===== src/rtl/id_bypass_stage_if.sv =====
// Bundles the upstream, register-file, forwarding and downstream signals of id_bypass_stage.
// master is the surrounding pipeline; slave is the bypass stage itself.
interface id_bypass_stage_if #(
    parameter int DW   = 32,
    parameter int AW   = 5,
    parameter int PW   = 64,
    parameter int NFWD = 3
);
    logic                 in_valid;
    logic                 in_ready;
    logic [PW-1:0]        in_payload;
    logic [AW-1:0]        in_raddr1;
    logic [AW-1:0]        in_raddr2;
    logic                 in_use1;
    logic                 in_use2;
    logic                 flush;

    logic [AW-1:0]        rf_raddr1;
    logic [AW-1:0]        rf_raddr2;
    logic [DW-1:0]        rf_rdata1;
    logic [DW-1:0]        rf_rdata2;

    logic [NFWD-1:0]      fwd_valid;
    logic [NFWD-1:0]      fwd_we;
    logic [NFWD-1:0]      fwd_ready;
    logic [NFWD*AW-1:0]   fwd_dest;
    logic [NFWD*DW-1:0]   fwd_data;

    logic                 out_valid;
    logic                 out_ready;
    logic [PW-1:0]        out_payload;
    logic [DW-1:0]        out_src1;
    logic [DW-1:0]        out_src2;
    logic [31:0]          stall_cnt;

    modport master (
        output in_valid, in_payload, in_raddr1, in_raddr2, in_use1, in_use2, flush,
        output rf_rdata1, rf_rdata2,
        output fwd_valid, fwd_we, fwd_ready, fwd_dest, fwd_data,
        output out_ready,
        input  in_ready, rf_raddr1, rf_raddr2,
        input  out_valid, out_payload, out_src1, out_src2, stall_cnt
    );

    modport slave (
        input  in_valid, in_payload, in_raddr1, in_raddr2, in_use1, in_use2, flush,
        input  rf_rdata1, rf_rdata2,
        input  fwd_valid, fwd_we, fwd_ready, fwd_dest, fwd_data,
        input  out_ready,
        output in_ready, rf_raddr1, rf_raddr2,
        output out_valid, out_payload, out_src1, out_src2, stall_cnt
    );
endinterface


===== src/rtl/id_bypass_stage.sv =====
// Single-entry decode stage with operand bypass from NFWD forwarding channels (channel 0 youngest).
// Define ID_BYPASS_FWD_EN to forward ready channel data; otherwise any match stalls the entry.
module id_bypass_stage #(
    parameter int DW   = 32,
    parameter int AW   = 5,
    parameter int PW   = 64,
    parameter int NFWD = 3
) (
    input logic              clk,
    input logic              resetn,
    id_bypass_stage_if.slave bus
);

    logic          valid_q,    valid_d;
    logic [PW-1:0] payload_q,  payload_d;
    logic [AW-1:0] raddr1_q,   raddr1_d;
    logic [AW-1:0] raddr2_q,   raddr2_d;
    logic          use1_q,     use1_d;
    logic          use2_q,     use2_d;
    logic [31:0]   stallCnt_q, stallCnt_d;

    logic [NFWD-1:0] match1;
    logic [NFWD-1:0] match2;
    logic            hit1;
    logic            hit2;
    logic            blocked;
    logic            hazard;
    logic            go;
    logic            inReady;
    logic            outValid;
    logic            capture;
    logic            fire;
    logic [DW-1:0]   src1;
    logic [DW-1:0]   src2;

    always_comb begin
        match1 = '0;
        match2 = '0;
        for (int i = 0; i < NFWD; i++) begin
            match1[i] = bus.fwd_valid[i] && bus.fwd_we[i] && (bus.fwd_dest[i*AW +: AW] != '0)
                        && use1_q && (raddr1_q == bus.fwd_dest[i*AW +: AW]);
            match2[i] = bus.fwd_valid[i] && bus.fwd_we[i] && (bus.fwd_dest[i*AW +: AW] != '0)
                        && use2_q && (raddr2_q == bus.fwd_dest[i*AW +: AW]);
        end
        hit1 = |match1;
        hit2 = |match2;
    end

`ifdef ID_BYPASS_FWD_EN
    logic          rdy1;
    logic          rdy2;
    logic [DW-1:0] data1;
    logic [DW-1:0] data2;

    // Walk from oldest to youngest so the lowest-index match is the one left standing.
    always_comb begin
        rdy1  = 1'b0;
        rdy2  = 1'b0;
        data1 = '0;
        data2 = '0;
        for (int i = NFWD - 1; i >= 0; i--) begin
            if (match1[i]) begin
                rdy1  = bus.fwd_ready[i];
                data1 = bus.fwd_data[i*DW +: DW];
            end
            if (match2[i]) begin
                rdy2  = bus.fwd_ready[i];
                data2 = bus.fwd_data[i*DW +: DW];
            end
        end
        blocked = (hit1 && !rdy1) || (hit2 && !rdy2);
        src1    = (hit1 && rdy1) ? data1 : bus.rf_rdata1;
        src2    = (hit2 && rdy2) ? data2 : bus.rf_rdata2;
    end
`else
    always_comb begin
        blocked = hit1 || hit2;
        src1    = bus.rf_rdata1;
        src2    = bus.rf_rdata2;
    end
`endif

    always_comb begin
        hazard   = valid_q && blocked;
        go       = !hazard;
        outValid = valid_q && go && !bus.flush;
        inReady  = !valid_q || (go && bus.out_ready);
        fire     = outValid && bus.out_ready;
        capture  = bus.in_valid && inReady && !bus.flush;
    end

    // Flush wins over everything; a capture replaces a departing entry in the same cycle.
    always_comb begin
        valid_d    = valid_q;
        payload_d  = payload_q;
        raddr1_d   = raddr1_q;
        raddr2_d   = raddr2_q;
        use1_d     = use1_q;
        use2_d     = use2_q;
        stallCnt_d = stallCnt_q;
        if (bus.flush) begin
            valid_d = 1'b0;
        end else if (capture) begin
            valid_d   = 1'b1;
            payload_d = bus.in_payload;
            raddr1_d  = bus.in_raddr1;
            raddr2_d  = bus.in_raddr2;
            use1_d    = bus.in_use1;
            use2_d    = bus.in_use2;
        end else if (fire) begin
            valid_d = 1'b0;
        end
        if (hazard && !bus.flush && (stallCnt_q != 32'hFFFF_FFFF)) begin
            stallCnt_d = stallCnt_q + 32'd1;
        end
    end

    always_ff @(posedge clk or negedge resetn) begin
        if (!resetn) begin
            valid_q    <= 1'b0;
            payload_q  <= '0;
            raddr1_q   <= '0;
            raddr2_q   <= '0;
            use1_q     <= 1'b0;
            use2_q     <= 1'b0;
            stallCnt_q <= '0;
        end else begin
            valid_q    <= valid_d;
            payload_q  <= payload_d;
            raddr1_q   <= raddr1_d;
            raddr2_q   <= raddr2_d;
            use1_q     <= use1_d;
            use2_q     <= use2_d;
            stallCnt_q <= stallCnt_d;
        end
    end

    assign bus.in_ready    = inReady;
    assign bus.out_valid   = outValid;
    assign bus.out_payload = payload_q;
    assign bus.out_src1    = src1;
    assign bus.out_src2    = src2;
    assign bus.rf_raddr1   = raddr1_q;
    assign bus.rf_raddr2   = raddr2_q;
    assign bus.stall_cnt   = stallCnt_q;

endmodule


===== src/flat_wrapper.sv =====
// flat-port wrapper written by rule: the top's interface ports become plain ports
module id_bypass_stage_flat 
#(
    parameter int DW   = 32,
    parameter int AW   = 5,
    parameter int PW   = 64,
    parameter int NFWD = 3
)
  (clk, resetn, bus_in_valid, bus_in_payload, bus_in_raddr1, bus_in_raddr2, bus_in_use1, bus_in_use2, bus_flush, bus_rf_rdata1, bus_rf_rdata2, bus_fwd_valid, bus_fwd_we, bus_fwd_ready, bus_fwd_dest, bus_fwd_data, bus_out_ready, bus_in_ready, bus_rf_raddr1, bus_rf_raddr2, bus_out_valid, bus_out_payload, bus_out_src1, bus_out_src2, bus_stall_cnt);
  id_bypass_stage_if #(.DW(DW), .AW(AW), .PW(PW), .NFWD(NFWD)) bus_i ();
  input logic clk;
  input logic resetn;
  input wire logic [$bits(bus_i.in_valid)-1:0] bus_in_valid;
  input wire logic [$bits(bus_i.in_payload)-1:0] bus_in_payload;
  input wire logic [$bits(bus_i.in_raddr1)-1:0] bus_in_raddr1;
  input wire logic [$bits(bus_i.in_raddr2)-1:0] bus_in_raddr2;
  input wire logic [$bits(bus_i.in_use1)-1:0] bus_in_use1;
  input wire logic [$bits(bus_i.in_use2)-1:0] bus_in_use2;
  input wire logic [$bits(bus_i.flush)-1:0] bus_flush;
  input wire logic [$bits(bus_i.rf_rdata1)-1:0] bus_rf_rdata1;
  input wire logic [$bits(bus_i.rf_rdata2)-1:0] bus_rf_rdata2;
  input wire logic [$bits(bus_i.fwd_valid)-1:0] bus_fwd_valid;
  input wire logic [$bits(bus_i.fwd_we)-1:0] bus_fwd_we;
  input wire logic [$bits(bus_i.fwd_ready)-1:0] bus_fwd_ready;
  input wire logic [$bits(bus_i.fwd_dest)-1:0] bus_fwd_dest;
  input wire logic [$bits(bus_i.fwd_data)-1:0] bus_fwd_data;
  input wire logic [$bits(bus_i.out_ready)-1:0] bus_out_ready;
  output wire logic [$bits(bus_i.in_ready)-1:0] bus_in_ready;
  output wire logic [$bits(bus_i.rf_raddr1)-1:0] bus_rf_raddr1;
  output wire logic [$bits(bus_i.rf_raddr2)-1:0] bus_rf_raddr2;
  output wire logic [$bits(bus_i.out_valid)-1:0] bus_out_valid;
  output wire logic [$bits(bus_i.out_payload)-1:0] bus_out_payload;
  output wire logic [$bits(bus_i.out_src1)-1:0] bus_out_src1;
  output wire logic [$bits(bus_i.out_src2)-1:0] bus_out_src2;
  output wire logic [$bits(bus_i.stall_cnt)-1:0] bus_stall_cnt;
  assign bus_i.in_valid = bus_in_valid;
  assign bus_i.in_payload = bus_in_payload;
  assign bus_i.in_raddr1 = bus_in_raddr1;
  assign bus_i.in_raddr2 = bus_in_raddr2;
  assign bus_i.in_use1 = bus_in_use1;
  assign bus_i.in_use2 = bus_in_use2;
  assign bus_i.flush = bus_flush;
  assign bus_i.rf_rdata1 = bus_rf_rdata1;
  assign bus_i.rf_rdata2 = bus_rf_rdata2;
  assign bus_i.fwd_valid = bus_fwd_valid;
  assign bus_i.fwd_we = bus_fwd_we;
  assign bus_i.fwd_ready = bus_fwd_ready;
  assign bus_i.fwd_dest = bus_fwd_dest;
  assign bus_i.fwd_data = bus_fwd_data;
  assign bus_i.out_ready = bus_out_ready;
  assign bus_in_ready = bus_i.in_ready;
  assign bus_rf_raddr1 = bus_i.rf_raddr1;
  assign bus_rf_raddr2 = bus_i.rf_raddr2;
  assign bus_out_valid = bus_i.out_valid;
  assign bus_out_payload = bus_i.out_payload;
  assign bus_out_src1 = bus_i.out_src1;
  assign bus_out_src2 = bus_i.out_src2;
  assign bus_stall_cnt = bus_i.stall_cnt;
  id_bypass_stage #(.DW(DW), .AW(AW), .PW(PW), .NFWD(NFWD)) u_core (.clk(clk), .resetn(resetn), .bus(bus_i));
endmodule

===== config.mk =====
export PLATFORM = sky130hd
export DESIGN_NAME = id_bypass_stage_flat
export DESIGN_NICKNAME = d
export VERILOG_FILES = /design/src/rtl/id_bypass_stage_if.sv /design/src/rtl/id_bypass_stage.sv /design/src/flat_wrapper.sv
export SDC_FILE = /design/constraint.sdc
export NUM_CORES = 1
export LEC_CHECK = 0
export ABC_AREA = 1
export BUFFER_PORTS_ARGS = -buffer_cell sky130_fd_sc_hd__buf_2
export CAP_MARGIN = 20
export CORE_AREA = 2 2 170 172
export DETAILED_ROUTE_END_ITERATION = 7
export DIE_AREA = 0 0 172 174
export GPL_TIMING_DRIVEN = 0
export PLACE_DENSITY = 0.59
export SKIP_LAST_GASP = 1
export SYNTH_ARGS = -nofsm -noshare
export SYNTH_HDL_FRONTEND = slang
export SYNTH_SLANG_ARGS = --single-unit
export TNS_END_PERCENT = 100

===== constraint.sdc =====
create_clock -name clk -period 1.73 [get_ports clk]
set_clock_uncertainty 0.1 [all_clocks]
set_input_delay 0.346 -clock clk [delete_from_list [all_inputs] [get_ports clk]]
set_output_delay 0.346 -clock clk [all_outputs]
set_load 0.03 [all_outputs]

==> impl_metrics.csv, run 1 <==
group,metric,value,unit
finish,layout-drive-gt1-share,0.3991,
die,core,28240,um^2
global_routing,grt_pass1_vias,6348,
die,die_w,172,um
die,pin_count,437,
synthesis,dominantRegCellSynth,"dfrtp_1",
worst_setup_path,worst_path_max_delay_cell,"dfrtp_2",
hold_path,hold_path_end,"u_core.bus.out_payload[25]",
worst_setup_path,reg2reg_slack,-0.52,ns
worst_setup_path,critPathLaunchType,"flip-flop",
finish,nFillCells,3118,
detailed_routing,vias,6472,
sta,drv_slew,0,
synthesis,synth-edff-count,0,
detailed_routing,firstDrtPassIters,6,
outcome,violations,"negative setup slack",
synthesis,syn_area_per_cell,7.334,um^2
die,rows,62,
detailed_routing,routed.top_layer,"met5",
finish,n_antenna_cell,0,
place,hpwlAfterDp,16370,um
synthesis,synth-async-reset-ratio,1.000,
detailed_routing,drt-initial-drc-count,375,
die,die-area,29930,um^2
sta,hold_slack,0.1004,ns
finish,fin_nets,1426,
sta,rsz0062_at_grt,"true",
outcome,outcome,"finished with violations",
worst_setup_path,crit_fanout,6,
global_routing,grt_pass1_wl,33060,um
sta,fin_crit,2.352,ns
place,gp_congestion,0.8758,
worst_setup_path,r2r_end,"u_core.bus.out_payload[36]",
power,p_leak,4.987,nW
worst_setup_path,r2r_cells,16,
detailed_routing,vias_per_cell,4.178,
synthesis,synth_seq_cells,109,
sta,finalCritPeriodShare,1.360,
finish,area_delta_synth_final,45.25,%
run,cap_viol_max_count,0,
global_routing,grt.total_usage,0.1406,
cts,cts_made_buffers,9,
hold_path,holdPathStages,3,
worst_setup_path,cp.required,1.28,ns
synthesis,yosys_warnings,0,
hold_path,worstHoldStart,"bus_in_payload[25]",
sta,tightest_slew,0.8537,ns
global_routing,grt_max_degree,92,
hold_path,hp-class,"in -> reg",
worst_setup_path,crit_type,"reg -> out",
synthesis,yosysUniqueCellTypes,25,
detailed_routing,drc,0,
worst_setup_path,path_cells,"inv_2, nand2_1, nand2_1, nor2_1, nand3_1, nand2_2, nand2_2, nand4_1, nand2_4, buf_8, buf_6",
sta,clock.fmax,425.1,MHz
detailed_routing,routedWlPerCell,13.70,um
power,peakVddDrop,0.4027,mV
synthesis,synth_seq_area_share,0.4412,
sta,fin_ws,-0.6224,ns
sta,setup_viol,111,
cts,cts-htree-levels,3,
synthesis,syn-instance-count,843,
worst_setup_path,end_kind,"output port",
sta,finalSetupTns,-49.52,ns
cts,clkTransAtPathRegs,0.09,ns
cts,tritoncts,"done",
cts,cts_root_buf,"clkbuf_16",
cts,clock_path_buffers,2,
detailed_routing,wl_met2,9564,um
global_routing,grt.overflow.total,0,
global_routing,antenna_found_initial,1,
cts,clock_sinks,109,
synthesis,syn_nets,1109,
worst_setup_path,crit_arrival,1.91,ns
synthesis,syn-cell-area,6182,um^2
place,port_buffers,273,
detailed_routing,wl_met1,9570,um
die,initial_core_util,0.2189,
die,die_y,174,um
worst_setup_path,rr_startpoint,"u_core.bus.rf_raddr2[4]",
sta,relSlewSlack,0.4288,
synthesis,synth_top_cell_area_share,0.4412,
detailed_routing,wl,21220,um
sta,hold_violations,0,
cts,clk_latency,0.36,ns
worst_setup_path,crit_path_max_incr_delay,0.47,ns
power,power.density,838.4,nW/um^2
synthesis,yosysTopAreaCell,"dfrtp_1",
detailed_routing,wl_met3,1723,um
synthesis,synth.area.top_cells,"dfrtp_1, nand2_1, buf_4",
detailed_routing,ant_nets,0,
[cells in the mapped netlist, types with 7 or more instances]
cell      count
nand2_1     354
dfrtp_1     109
nand3_1      95
buf_4        70
nor2_1       50
inv_1        46
nor3_1       21
xor2_1       19
nand4_1      16
xnor2_1      11
buf_2        10
inv_2         9
clkbuf_1      7
[stage by stage]
step | power [mW] | instances | cell area (um^2) | setup slack, ns | util
after floorplan | 4.480 | 843 | 6287 | -0.1151 | -
after detailed placement | 5.272 | 1501 | 8168 | -0.7076 | 0.2893
after global routing | 7.947 | 1549 | 8980 | -0.7810 | 0.3180
after CTS | 7.560 | 1541 | 8795 | -0.6661 | 0.3115
final | 7.529 | 1549 | 8980 | -0.6224 | 0.3180
after global placement | 5.244 | 1500 | 8134 | -1.435 | 0.2881
[per-layer routing]
layer / GRT usage / vias up
met5: 0 / -
met4: 0.04097 / 2
met3: 0.03666 / 28
met2: 0.2231 / 271
met1: 0.1879 / 2948
li1: - / 3223
[final cells by class]
class	count	area, um^2	area share
sequential	109	2754	0.3067
multi-input combinational	587	2750	0.3063
timing repair buffer	306	1744	0.1942
buffer	92	737.0	0.08207
tap	384	480.5	0.05350
clock buffer	9	225.2	0.02508
inverter	55	209.0	0.02327
clock inverter	7	80.08	0.008917
[sequential cells by signal (all words and copies together), names as in the netlist]
register	cells
u_core.bus.out_payload	64
u_core.bus.stall_cnt	32
u_core.bus.rf_raddr1	5
u_core.bus.rf_raddr2	5
u_core.use1_q	1
u_core.use2_q	1
u_core.valid_q	1
[layout by cell type (no fill, tap or decap), types with 2 or more instances in the layout]
cell type and count:
inv_2 11, dfrtp_2 21, inv_8 2, buf_2 270
nand4_1 16, nor4_1 3, nand3_1 92, buf_6 19
nand3_4 4, buf_8 10, dfrtp_1 88, buf_16 2
inv_1 43, clkinv_8 2, nor2_1 48, xor2_1 19
nor3_2 2, nor2_2 2, buf_1 2, o21ai_2 2
xnor2_1 11, o21ai_1 6, nand2_2 9, clkinv_4 2
clkbuf_1 6, buf_4 86, nor3_1 18, clkbuf_16 9
nand2_1 345
[cell families after synthesis]
| group | count (synthesis) | synth area share |
|---|---|---|
| xor+xnor | 30 | 0.04250 |
| flops | 109 | 0.4412 |
| buf+inv | 147 | 0.1374 |
| fa+ha+maj | 1 | 0.002024 |
| simple gates | 546 | 0.3688 |
| compound gates | 10 | 0.008096 |
[worst max-delay path by stage]
| stage | start | to | slack [ns] | cells past startpoint |
|---|---|---|---|---|
| final | u_core.bus.rf_raddr2[4] | bus_in_ready | -0.62 | 11 |
| after detailed placement | bus_flush | u_core.bus.out_payload[31] | -0.71 | 6 |
| after global placement | resetn | u_core.bus.rf_raddr1[3] | -1.44 | 1 |
| after global routing | u_core.bus.rf_raddr1[2] | bus_in_ready | -0.78 | 11 |
| after CTS | u_core.bus.rf_raddr2[0] | bus_in_ready | -0.67 | 11 |
| after floorplan | u_core.bus.rf_raddr2[0] | u_core.bus.out_payload[10] | -0.12 | 14 |
[where the power goes]
group	leakage [nW]	total, mW	switching (mW)	internal [mW]
clock network	0.145	2.17	1.14	1.03
registers	1.36	3.09	0.250	2.84
logic	3.48	2.27	1.48	0.794
total	4.99	7.53	2.87	4.66
[critical path: cells and delay by family, from the launching register on]
family / cells / cell delay, ns
buf+inv: 3 / 0.34
flops: 1 / 0.47
simple gates: 8 / 0.75
[repair_timing]
item / CTS / global route
endpoints found under the setup margin: 110 / 111
hold buffers: 1 / 0
buffers inserted: 20 / 11
pin swaps: 9 / 12
resized for setup: 34 / 39
hold endpoints to repair: 18 / 0
cloned: 3 / 0
(Power assumes the default switching activity.)
==> run 2: changes to the inputs <==
--- a/config.mk
+++ b/config.mk
@@ -13,6 +13,7 @@
 export DIE_AREA = 0 0 172 174
 export GPL_TIMING_DRIVEN = 0
 export PLACE_DENSITY = 0.59
+export SKIP_CTS_REPAIR_TIMING = 1
 export SKIP_LAST_GASP = 1
 export SYNTH_ARGS = -nofsm -noshare
 export SYNTH_HDL_FRONTEND = slang
==> constraint.sdc (replaced) <==
create_clock -name clk -period 1.73 [get_ports clk]
set_clock_uncertainty 0.1 [all_clocks]
set_input_delay 0.0865 -clock clk [delete_from_list [all_inputs] [get_ports clk]]
set_output_delay 0.0865 -clock clk [all_outputs]
set_load 0.03 [all_outputs]
==> impl_metrics.csv, run 2 (synthesis gave the netlist of run 1 again) <==
group,metric,value,unit
die,core,28240,um^2
finish,n_antenna_cell,0,
finish,area_delta_synth_final,60.23,%
place,port_buffers,273,
sta,hold_slack,-0.08309,ns
run,cap_viol_max_count,0,
detailed_routing,wl_met1,9852,um
worst_setup_path,crit_type,"reg -> reg",
worst_setup_path,path_cells,"buf_4, nor2_1, a21oi_1, nand3_1, nand2_1, nand2_2, nand4_1, nand2_4, buf_8, nand2_8, buf_12, clkbuf_16, nand2_2, nand2_1",
detailed_routing,vias_per_cell,4.228,
cts,clkTransAtPathRegs,0.08,ns
cts,cts_made_buffers,9,
cts,clock_sinks,109,
global_routing,grt_max_degree,78,
sta,fin_crit,2.226,ns
detailed_routing,drc,0,
finish,layout-drive-gt1-share,0.3950,
power,p_leak,5.398,nW
finish,final_cell_mix,"nand2_1, buf_2, nand3_1",
detailed_routing,wl_met2,11060,um
detailed_routing,vias,6900,
die,die_w,172,um
worst_setup_path,cp-startpoint,"u_core.bus.rf_raddr1[2]",
cts,cts-htree-levels,3,
power,p_total,7.791,mW
power,power.density,786.5,nW/um^2
sta,fin_ws,-0.4965,ns
detailed_routing,wl,22890,um
worst_setup_path,critPathLaunchType,"flip-flop",
die,die-area,29930,um^2
power,peakVddDrop,0.4800,mV
sta,hold_violations,1,
sta,clock.fmax,449.1,MHz
worst_setup_path,crit_fanout,6,
finish,multi_input_area,2839,um^2
global_routing,grt.total_usage,0.1376,
worst_setup_path,worst_path_max_delay_cell,"dfrtp_2",
detailed_routing,firstDrtPassIters,5,
worst_setup_path,cp.required,1.88,ns
die,pin_count,437,
cts,cts_root_buf,"clkbuf_16",
global_routing,grt.overflow.total,0,
sta,finalCritPeriodShare,1.287,
finish,final_common_cell,"nand2_1",
finish,largest_register_ffs,64,
place,placed_area,8134,um^2
detailed_routing,drt-initial-drc-count,364,
outcome,violations,"negative hold slack, negative setup slack",
sta,relSlewSlack,0.4898,
die,rows,62,
global_routing,grt_pass1_wl,32220,um
sta,tightest_slew,0.7625,ns
worst_setup_path,crit_arrival,2.38,ns
global_routing,antenna_found_initial,0,
worst_setup_path,end_kind,"flip-flop",
cts,clock_path_buffers,2,
cts,clk_latency,0.36,ns
die,die_y,174,um
sta,setup_viol,110,
finish,nFillCells,3021,
die,initial_core_util,0.2189,
finish,fin_nets,1509,
cts,tritoncts,"done",
detailed_routing,routedWlPerCell,14.02,um
hold_path,worstHoldStart,"bus_in_valid",
worst_setup_path,rr_startpoint,"u_core.bus.rf_raddr1[2]",
place,gp_congestion,0.9092,
place,hpwlAfterDp,16590,um
detailed_routing,ant_nets,0,
sta,rsz0062_at_grt,"true",
worst_setup_path,crit_path_max_incr_delay,0.44,ns
hold_path,hp-class,"in -> reg",
sta,drv_slew,0,
outcome,outcome,"finished with violations",
detailed_routing,routed.top_layer,"met4",
detailed_routing,wl_met3,1539,um
global_routing,grt_pass1_vias,6023,
finish,fin_area,9906,um^2
finish,seq_area,2756,um^2
## run 2: path summary, 6_finish.rpt
path / end / slack [ns] / cells after the start
min in group asynchronous: u_core.bus.stall_cnt[27] / 0.10 / 2
hold / removal: u_core.valid_q / -0.08 / 3
hold reg to reg: u_core.bus.out_payload[52] / 0.37 / 2
setup / recovery: u_core.bus.out_payload[34] / -0.50 / 14
setup reg to reg: u_core.bus.out_payload[34] / -0.50 / 14
max in group asynchronous: u_core.bus.stall_cnt[3] / 0.69 / 3
## run 2: layer usage
| layer | vias up | track usage |
|---|---|---|
| met4 | 0 | 0.04622 |
| met2 | 287 | 0.2251 |
| met3 | 25 | 0.03393 |
| met1 | 3197 | 0.1768 |
| met5 | - | 0 |
| li1 | 3391 | - |
## run 2: worst max-delay path: cells and delay by family, from the launching register on
| kind | cells | cell delay [ns] |
|---|---|---|
| buffers and inverters | 4 | 0.63 |
| and+or+nand+nor | 9 | 0.87 |
| DFF | 1 | 0.44 |
| AOI/OAI and AO/OA | 1 | 0.06 |
## run 2: area by class of cell
type | instances | area share
multi-input combinational | 587 | 0.2866
sequential | 109 | 0.2783
timing repair buffer | 390 | 0.2616
buffer | 91 | 0.07263
tap | 384 | 0.04850
clock buffer | 11 | 0.02450
inverter | 55 | 0.02109
clock inverter | 5 | 0.006821
## run 2: stage by stage
| step | setup WS [ns] | utilization | instances | TNS [ns] |
|---|---|---|---|---|
| global placement | -1.222 | 0.2869 | 1500 | -156.26 |
| CTS | -0.8237 | 0.2991 | 1517 | -46.78 |
| floorplan | -0.05242 | - | 843 | -2.605 |
| finish | -0.4965 | 0.3508 | 1632 | -43.92 |
| global route | -0.6346 | 0.3508 | 1632 | -59.82 |
| detailed placement | -0.5544 | 0.2881 | 1501 | -43.69 |
## run 2: report_power, final
| group | leakage (nW) | switching, mW | internal (mW) |
|---|---|---|---|
| clock | 0.152 | 1.04 | 1.19 |
| combinational | 3.89 | 1.53 | 0.938 |
| sequential | 1.36 | 0.258 | 2.84 |
==> run 3: changes to the inputs <==
--- a/config.mk
+++ b/config.mk
@@ -8,11 +8,11 @@
 export ABC_AREA = 1
 export BUFFER_PORTS_ARGS = -buffer_cell sky130_fd_sc_hd__buf_2
 export CAP_MARGIN = 20
-export CORE_AREA = 2 2 170 172
+export CORE_AREA = 2 2 171 173
 export DETAILED_ROUTE_END_ITERATION = 7
-export DIE_AREA = 0 0 172 174
+export DIE_AREA = 0 0 173 175
 export GPL_TIMING_DRIVEN = 0
-export PLACE_DENSITY = 0.59
+export PLACE_DENSITY = 0.57
 export SKIP_CTS_REPAIR_TIMING = 1
 export SKIP_LAST_GASP = 1
 export SYNTH_ARGS = -nofsm -noshare
==> constraint.sdc (replaced) <==
create_clock -name clk -period 2.6 [get_ports clk]
set_clock_uncertainty 0.1 [all_clocks]
set_input_delay 0.13 -clock clk [delete_from_list [all_inputs] [get_ports clk]]
set_output_delay 0.13 -clock clk [all_outputs]
set_load 0.03 [all_outputs]
==> impl_metrics.csv, run 3 (synthesis gave the netlist of run 1 again) <==
group,metric,value,unit
cts,clkTransAtPathRegs,0.09,ns
place,gp_congestion,0.9236,
worst_setup_path,crit_top_cell,"nand2_1",
cts,clock_sinks,109,
worst_setup_path,crit_type,"reg -> out",
die,die_y,175,um
sta,clock.fmax,422.9,MHz
sta,fin_crit,2.365,ns
finish,layout-drive-gt1-share,0.3240,
global_routing,grt_pass1_vias,5943,
finish,n_antenna_cell,0,
die,pin_count,437,
worst_setup_path,path_cells,"inv_2, nand2_1, a21oi_1, nand3_1, nand2_1, nand2_1, nand4_1, nand2_4, clkbuf_4, buf_2",
worst_setup_path,crit_fanout,10,
worst_setup_path,cp.required,2.37,ns
worst_setup_path,crit_path_max_incr_delay,0.52,ns
die,die_w,173,um
finish,nFillCells,3095,
cts,clock_path_buffers,2,
sta,setup_viol,0,
sta,relSlewSlack,0.5730,
detailed_routing,routedWlPerCell,13.24,um
worst_setup_path,reg2reg_slack,0.30,ns
worst_setup_path,crit_arrival,2.13,ns
detailed_routing,drt-initial-drc-count,413,
cts,cts_root_buf,"clkbuf_16",
cts,cts-htree-levels,3,
sta,hold_violations,0,
power,power.density,532.0,nW/um^2
detailed_routing,firstDrtPassIters,5,
hold_path,hp-class,"in -> async",
finish,area_delta_synth_final,48.27,%
finish,fin_area,9166,um^2
die,initial_core_util,0.2177,
global_routing,grt_pass1_wl,32110,um
sta,tightest_slew,0.6405,ns
worst_setup_path,critPathLaunchType,"flip-flop",
worst_setup_path,rr_startpoint,"u_core.bus.stall_cnt[1]",
outcome,outcome,"finished clean",
detailed_routing,vias,6656,
sta,finalCritPeriodShare,0.9095,
power,p_total,4.877,mW
finish,final_common_cell,"nand2_1",
detailed_routing,drc,0,
detailed_routing,vias_per_cell,4.168,
run,cap_viol_max_count,0,
sta,finalSetupTns,0,ns
global_routing,antenna_found_initial,0,
sta,drv_slew,0,
sta,rsz0062_at_grt,"false",
cts,cts_made_buffers,9,
detailed_routing,wl,21140,um
global_routing,grt.total_usage,0.1318,
worst_setup_path,r2r_cells,12,
worst_setup_path,r2r_end,"u_core.bus.stall_cnt[2]",
place,port_buffers,273,
power,p_leak,5.091,nW
cts,clk_latency,0.36,ns
global_routing,grt_max_degree,62,
die,rows,62,
global_routing,grt.overflow.total,0,
worst_setup_path,end_kind,"output port",
detailed_routing,ant_nets,0,
finish,fin_nets,1475,
die,core,28390,um^2
die,die-area,30280,um^2
place,hpwlAfterDp,16270,um
cts,tritoncts,"done",
finish,largest_register_ffs,64,
worst_setup_path,worst_path_max_delay_cell,"dfrtp_1",
power,peakVddDrop,0.3052,mV
place,placed_area,8063,um^2
finish,final_cell_mix,"nand2_1, buf_2, dfrtp_1",
[run 3: cell type report]
cell class	count	area (um^2)	area share
buffer	92	645.6	0.07043
inverter	55	206.4	0.02252
timing repair buffer	355	2206	0.2407
clock buffer	9	225.2	0.02457
clock inverter	6	56.30	0.006143
tap	384	480.5	0.05242
multi-input combinational	587	2615	0.2853
sequential	109	2731	0.2980
[run 3: worst max path at each step]
stage,slack (ns),endpoint,from,cells after the start
2_1_floorplan,0.54,u_core.bus.stall_cnt[2],u_core.bus.stall_cnt[1],12
3_3_place_gp,-0.18,u_core.bus.out_payload[24],resetn,1
3_5_place_dp,0.30,u_core.bus.out_payload[20],u_core.bus.rf_raddr1[0],12
4_1_cts,-0.02,bus_in_ready,u_core.bus.rf_raddr1[0],10
5_1_grt,0.02,bus_in_ready,u_core.bus.rf_raddr1[3],11
6_report,0.24,bus_in_ready,u_core.bus.rf_raddr1[4],10
[run 3: layer usage]
metal,global-route usage,wire [um],vias up
met5,0,0,-
met4,0.04061,228,0
met3,0.03460,1377,13
met2,0.2227,10460,254
met1,0.1644,9079,3069
li1,-,-,3320
[run 3: where the power goes]
part	internal (mW)	switching [mW]
combinational	0.522	0.963
sequential	1.88	0.154
clock	0.667	0.689
[run 3: worst max-delay path, delay by kind of cell, from the launching register on]
family                 cells  cell delay (ns)
AOI/OAI and AO/OA          1             0.07
buffers and inverters      3             0.52
DFF                        1             0.52
and+or+nand+nor            6             0.67
[run 3: metrics by stage]
stage / setup WS [ns] / util / hold WS, ns / cells
2_1_floorplan: 0.5390 / - / -0.2656 / 843
3_3_place_gp: -0.1794 / 0.2828 / 0.2480 / 1500
3_5_place_dp: 0.3024 / 0.2840 / 0.007940 / 1501
4_1_cts: -0.02080 / 0.2939 / -0.3861 / 1516
5_1_grt: 0.01578 / 0.3228 / 0.2228 / 1597
6_report: 0.2354 / 0.3228 / 0.1747 / 1597
